===== src/rtl/pipeline_hazard_ctrl.sv =====
// Pipeline hazard controller for the 5-stage CPU.
//
// The block drives the enables and flushes of the IF/ID, ID/EX, EX/MEM and MEM/WB
// pipeline registers, and the PC write enable. It handles four situations:
//   - load-use hazards, with a one-cycle bubble;
//   - taken branches, which flush the two younger stages;
//   - multi-cycle data-memory waits, which freeze the pipe;
//   - a sticky timeout error state, left only through RSTn.
// All outputs are combinational from the current state and the inputs, so they
// take effect in the same cycle.
//
// Optional feature: define HAZ_PERF_CNT_EN to build the saturating
// stall_cycles and flush_events counters. Without it, both ports are tied to 0.

module pipeline_hazard_ctrl #(
    parameter int unsigned REG_ADDR_W  = 5,
    parameter int unsigned MEM_TIMEOUT = 16,
    parameter int unsigned CNT_W       = 32
) (
    input  logic                  CLK,
    input  logic                  RSTn,
    input  logic [REG_ADDR_W-1:0] id_rs,
    input  logic [REG_ADDR_W-1:0] id_rt,
    input  logic                  id_uses_rt,
    input  logic                  ex_MemRead,
    input  logic [REG_ADDR_W-1:0] ex_WriteReg,
    input  logic                  ex_branch_taken,
    input  logic                  mem_req,
    input  logic                  mem_ready,
    output logic                  pc_en,
    output logic                  if_id_en,
    output logic                  if_id_flush,
    output logic                  id_ex_flush,
    output logic                  ex_mem_en,
    output logic                  mem_wb_en,
    output logic                  mem_timeout,
    output logic [CNT_W-1:0]      stall_cycles,
    output logic [CNT_W-1:0]      flush_events
);

    localparam int unsigned TcntW = (MEM_TIMEOUT > 2) ? $clog2(MEM_TIMEOUT) : 1;
    localparam logic [TcntW-1:0] TcntLast = TcntW'(MEM_TIMEOUT - 1);

    typedef enum logic [1:0] {
        StRun,
        StLdStall,
        StMemWait,
        StError
    } state_e;

    state_e           state_q, state_d;
    logic [TcntW-1:0] tcnt_q, tcnt_d;
    logic             hazard;
    logic             mem_miss;

    // Load-use hazard: a load in EX writes a register that the ID instruction reads.
    // Register 0 is never a real dependency.
    always_comb begin
        hazard = ex_MemRead && (ex_WriteReg != '0) &&
                 ((ex_WriteReg == id_rs) || (id_uses_rt && (ex_WriteReg == id_rt)));
        mem_miss = mem_req && !mem_ready;
    end

    // Next state, timeout counter and the pipeline control outputs.
    always_comb begin
        state_d     = state_q;
        tcnt_d      = tcnt_q;
        pc_en       = 1'b1;
        if_id_en    = 1'b1;
        ex_mem_en   = 1'b1;
        mem_wb_en   = 1'b1;
        if_id_flush = 1'b0;
        id_ex_flush = 1'b0;
        mem_timeout = 1'b0;

        unique case (state_q)
            StRun: begin
                if (mem_miss) begin
                    {pc_en, if_id_en, ex_mem_en, mem_wb_en} = 4'b0000;
                    state_d = StMemWait;
                    tcnt_d  = TcntW'(1);
                end else if (ex_branch_taken) begin
                    if_id_flush = 1'b1;
                    id_ex_flush = 1'b1;
                end else if (hazard) begin
                    pc_en       = 1'b0;
                    if_id_en    = 1'b0;
                    id_ex_flush = 1'b1;
                    state_d     = StLdStall;
                end
            end
            // The bubble is in EX now, so hazard detection is masked for this cycle.
            StLdStall: begin
                if (mem_miss) begin
                    {pc_en, if_id_en, ex_mem_en, mem_wb_en} = 4'b0000;
                    state_d = StMemWait;
                    tcnt_d  = TcntW'(1);
                end else begin
                    state_d = StRun;
                end
            end
            // If mem_req drops, the access is abandoned and treated like completion.
            StMemWait: begin
                if (mem_ready || !mem_req) begin
                    state_d = StRun;
                    tcnt_d  = '0;
                end else begin
                    {pc_en, if_id_en, ex_mem_en, mem_wb_en} = 4'b0000;
                    if (tcnt_q == TcntLast) begin
                        state_d = StError;
                        tcnt_d  = '0;
                    end else begin
                        tcnt_d = tcnt_q + TcntW'(1);
                    end
                end
            end
            StError: begin
                {pc_en, if_id_en, ex_mem_en, mem_wb_en} = 4'b0000;
                mem_timeout = 1'b1;
            end
            default: begin
                state_d = StRun;
                tcnt_d  = '0;
            end
        endcase

        // While reset is held, the pipe is quiescent and no error is reported.
        if (!RSTn) begin
            {pc_en, if_id_en, ex_mem_en, mem_wb_en} = 4'b0000;
            if_id_flush = 1'b0;
            id_ex_flush = 1'b0;
            mem_timeout = 1'b0;
        end
    end

    // State register; reset returns to RUN and discards any wait in progress.
    always_ff @(posedge CLK or negedge RSTn) begin
        if (!RSTn) begin
            state_q <= StRun;
            tcnt_q  <= '0;
        end else begin
            state_q <= state_d;
            tcnt_q  <= tcnt_d;
        end
    end

`ifdef HAZ_PERF_CNT_EN
    logic [CNT_W-1:0] stall_q;
    logic [CNT_W-1:0] flush_q;
    logic             branch_flush;

    // A branch flush is counted only when it actually happens in RUN.
    always_comb begin
        branch_flush = (state_q == StRun) && !mem_miss && ex_branch_taken;
    end

    // Saturating performance counters.
    always_ff @(posedge CLK or negedge RSTn) begin
        if (!RSTn) begin
            stall_q <= '0;
            flush_q <= '0;
        end else begin
            if (!pc_en && (stall_q != '1)) begin
                stall_q <= stall_q + CNT_W'(1);
            end
            if (branch_flush && (flush_q != '1)) begin
                flush_q <= flush_q + CNT_W'(1);
            end
        end
    end

    assign stall_cycles = stall_q;
    assign flush_events = flush_q;
`else
    assign stall_cycles = '0;
    assign flush_events = '0;
`endif

endmodule

===== config.mk =====
export PLATFORM = sky130hd
export DESIGN_NAME = pipeline_hazard_ctrl
export DESIGN_NICKNAME = d
export VERILOG_FILES = /design/src/rtl/pipeline_hazard_ctrl.sv
export SDC_FILE = /design/constraint.sdc
export NUM_CORES = 1
export LEC_CHECK = 0
export ABC_AREA = 1
export CELL_PAD_IN_SITES_DETAIL_PLACEMENT = 1
export CELL_PAD_IN_SITES_GLOBAL_PLACEMENT = 1
export CORE_ASPECT_RATIO = 0.9
export CORE_MARGIN = 2
export CORE_UTILIZATION = 22
export CTS_CLUSTER_DIAMETER = 50
export DETAILED_ROUTE_END_ITERATION = 7
export PLACE_DENSITY = 0.9
export SLEW_MARGIN = 40
export SYNTH_ARGS = -nofsm -noshare
export SYNTH_HDL_FRONTEND = slang
export SYNTH_SLANG_ARGS = --single-unit

===== constraint.sdc =====
create_clock -name CLK -period 2.1 [get_ports CLK]
set_input_delay 0.42 -clock CLK [delete_from_list [all_inputs] [get_ports CLK]]
set_output_delay 0.42 -clock CLK [all_outputs]
set_load 0.03 [all_outputs]

==> summary.txt <==
Worst setup path
  • Critical-path top delay cell: clkdlybuf4s50_1
  • Worst path required time: 1.68 ns
  • Worst Reg-to-Reg Cells: 6
  • R2r endpoint: tcnt_q[2]
  • Critical path type: input port to output port
  • Largest delay share family, worst path: buffers and inverters
  • Crit path DAT: 1.58 ns
  • CP endpoint kind: output port
  • Max incr delay on CP: 0.50 ns
  • Buf+Inv Stages, Crit Path: 3
  • Critical path cell sequence: clkdlybuf4s50_1, nor2_4, inv_2, o211ai_1, a21oi_4, buf_6
  • RR Startpoint: state_q[0]
  • Worst Path Max Fanout: 5
  • Reg2reg setup slack: 0.57 ns
  • Critical Path Source Type: input port

Placed design
  • Port Buffers: 28
  • Placed cell areas: 0.00134 mm2
  • Placed Cells incl. Taps: 281
  • HPWL after DPL: 2.26 mm
  • RePlAce Congestion: 0.748

Drt
  • Drt total wl: 2.47 mm
  • DRT Pass-1 Iters: 4
  • Antenna Nets Post-Route: 0
  • Initial DRC Count: 28
  • Wire per inst: 8.70 um
  • Routed vias: 990
  • Routed vias/inst: 3.49
  • Residual DRC: 0

Final layout
  • Final Non-Filler Cells: 284
  • Fillers: 706
  • Diode count: 0
  • Design area: 0.00139 mm2
  • Area grow syn2layout: 13.6%
  • Layout cell share with drive strength beyond 1: 0.166
  • NumNets Final: 247

GRT
  • Tot GR Track Use: 0.0773
  • Routing usage on met3: 0.00719
  • Met1 Use GR: 0.0871
  • Initial antenna violation count: 0
  • Vias in the first global route: 853
  • Busiest layer in global routing: met2
  • Routing usage on met2: 0.153
  • Gr ovfl total: 0
  • First-pass GRT wire length: 3.76 mm
  • Largest net degree at the start of global routing: 8

Hold path
  • Hold path startpoint: tcnt_q[1]
  • Worst Hold End: tcnt_q[1]
  • Worst Hold Depth: 2
  • Worst min-delay path class: flip-flop to flip-flop

Die
  • Die X: 82.5 um
  • Ports: 93
  • Die span in y: 74.6 um
  • Die area: 0.00616 mm2
  • # rows: 25
  • Core region area: 0.00529 mm2
  • Initial core utilization: 0.231

Clock tree
  • CTS H-tree depth: 1
  • Setup bufs post-CTS: 0
  • CTS root buf: clkbuf_8
  • Clk_lat worst skew: 0.22 ns
  • # clock sinks: 6
  • CTS Buffer Depth: 2
  • CTS tree: done
  • Clock buffer count from CTS: 3
  • Worst-path clk slew: 0.04 ns

Yosys
  • Seq/Total Area, Yosys: 0.123
  • Multiplexer share of the synthesized area: 0
  • Compound-Gate Fraction of Synth Area: 0.0544
  • Post-synthesis simple-gate area fraction: 0.253
  • Synth Register Bits: 6
  • Mapped Avg Cell Area: 6.56 um2
  • Post-Synthesis Cells: 186
  • Main combinational cell family by area after synthesis: buffers and inverters
  • Ys flop type: dfrtp_1
  • Post-synth EDFFs: 0
  • Biggest area consumer among synthesized cells: buf_4
  • Yosys warnings: 0
  • Synth cell types: 25
  • XOR/XNOR Fraction of Synth Area: 0.0144
  • Synth Area in Adders: 0.0615
  • Cell area after synthesis: 0.00122 mm2
  • Synth async-reset ratio: 1.00
  • Top-area cell type share of the netlist area: 0.406
  • Synth area leaders: buf_4, dfrtp_1, nand2_1

STA
  • Worst hold margin: 0.534 ns
  • Slew Viols, Final: 0
  • RSZ-0062 raised after global routing: no
  • Clock skew: 0.00201 ns
  • Max Freq: 499 MHz
  • Final period util: 0.954
  • Finish-stage setup viols: 0
  • Min Tclk post-route: 2.00 ns
  • Final hold vios: 0
  • Setup TNS: 0 ns

Power and ir drop
  • Peak VDD IR: 0.389 mV
  • LEAKAGE: 0.000810 uW
  • Final Power: 1080 uW
  • Cell area power density: 776 mW/mm2

Flow run
  • Max-cap violations: 0

Run status
  • Status: finished, final reports clean
synthesized netlist by cell type, drive strengths merged (2+ instances only):
cell and number:
nor2 16, o21ai 6, a21oi 2, inv 26, buf 66, nor3 3
nand3 6, ha 6, dfrtp 6, nand2 41
worst max-delay path by stage:
stage              startpoint  slack [ns]  cells after the start        to
2_1_floorplan      state_q[1]        0.11                      7     pc_en
3_3_place_gp   ex_WriteReg[0]        -0.1                     11     pc_en
3_5_place_dp   ex_WriteReg[2]       -0.16                      9  if_id_en
4_1_cts            state_q[1]        0.02                      7  if_id_en
5_1_grt            state_q[0]       0.008                      7  if_id_en
6_report            mem_ready         0.1                      6  if_id_en
stage by stage:
step	worst slack [ns]	util
floorplan	0.110	-
global placement	-0.0970	0.253
detailed placement	-0.157	0.253
CTS	0.0221	0.261
global route	0.00794	0.262
finish	0.0956	0.262
state kept, by name (all words and copies together), names as in the netlist:
| name | flops |
|---|---|
| state_q | 2 |
| tcnt_q | 4 |
layout make-up:
cell class	instances	area (um2)	area share
timing repair buffer	31	279	0.201
sequential	6	150	0.108
multi-input combinational	150	729	0.526
clock buffer	3	41.3	0.0298
tap	67	83.8	0.0605
inverter	27	103	0.0740
cell usage in the layout (no fill, tap or decap), drive strengths merged:
cell	synthesis	final
a211oi	1	1
a21oi	2	2
a22oi	1	1
buf	66	10
clkbuf	0	3
clkdlybuf4s15	0	3
clkdlybuf4s50	0	7
clkinv	1	1
conb	1	64
dfrtp	6	6
dlygate4sd2	0	11
ha	6	6
inv	26	26
nand2	41	41
nand3	6	6
nand4	1	1
nor2	16	16
nor3	3	3
o211ai	1	1
o21ai	6	6
xnor2	1	1
xor2	1	1
what timing repair did:
| item | CTS | global route |
|---|---|---|
| pin swaps | 7 | 4 |
| resized for setup | 19 | 5 |
| hold buffers | 0 | 0 |
| setup endpoints to repair | 3 | 4 |
tightest hold or removal path: cells and delay by family (launching register included):
kind | cells | cell delay, ns
flops | 1 | 0.37
simple gates | 1 | 0.06
compound gates | 1 | 0.06
cell families after synthesis:
logic type | Yosys count
AO/OA/AOI/OAI | 11
XOR/XNOR | 2
adder cells (fa/ha/maj) | 6
buffers and inverters | 93
flip-flops | 6
other | 1
AND/OR/NAND/NOR | 67
power breakdown:
part	leakage [uW]	internal [uW]	switching (uW)	total [uW]
Combinational	0.000710	222	479	701
Sequential	0.0000785	151	48.5	199
Clock	0.0000216	123	51.6	175
Total	0.000810	496	579	1080
metal layers:
metal	vias to the layer above	part of all wire
li1	492	-
met1	446	0.36
met2	49	0.55
met3	3	0.072
met4	0	0.0089
met5	-	0
No activity file was read; power rests on OpenSTA's default activity.
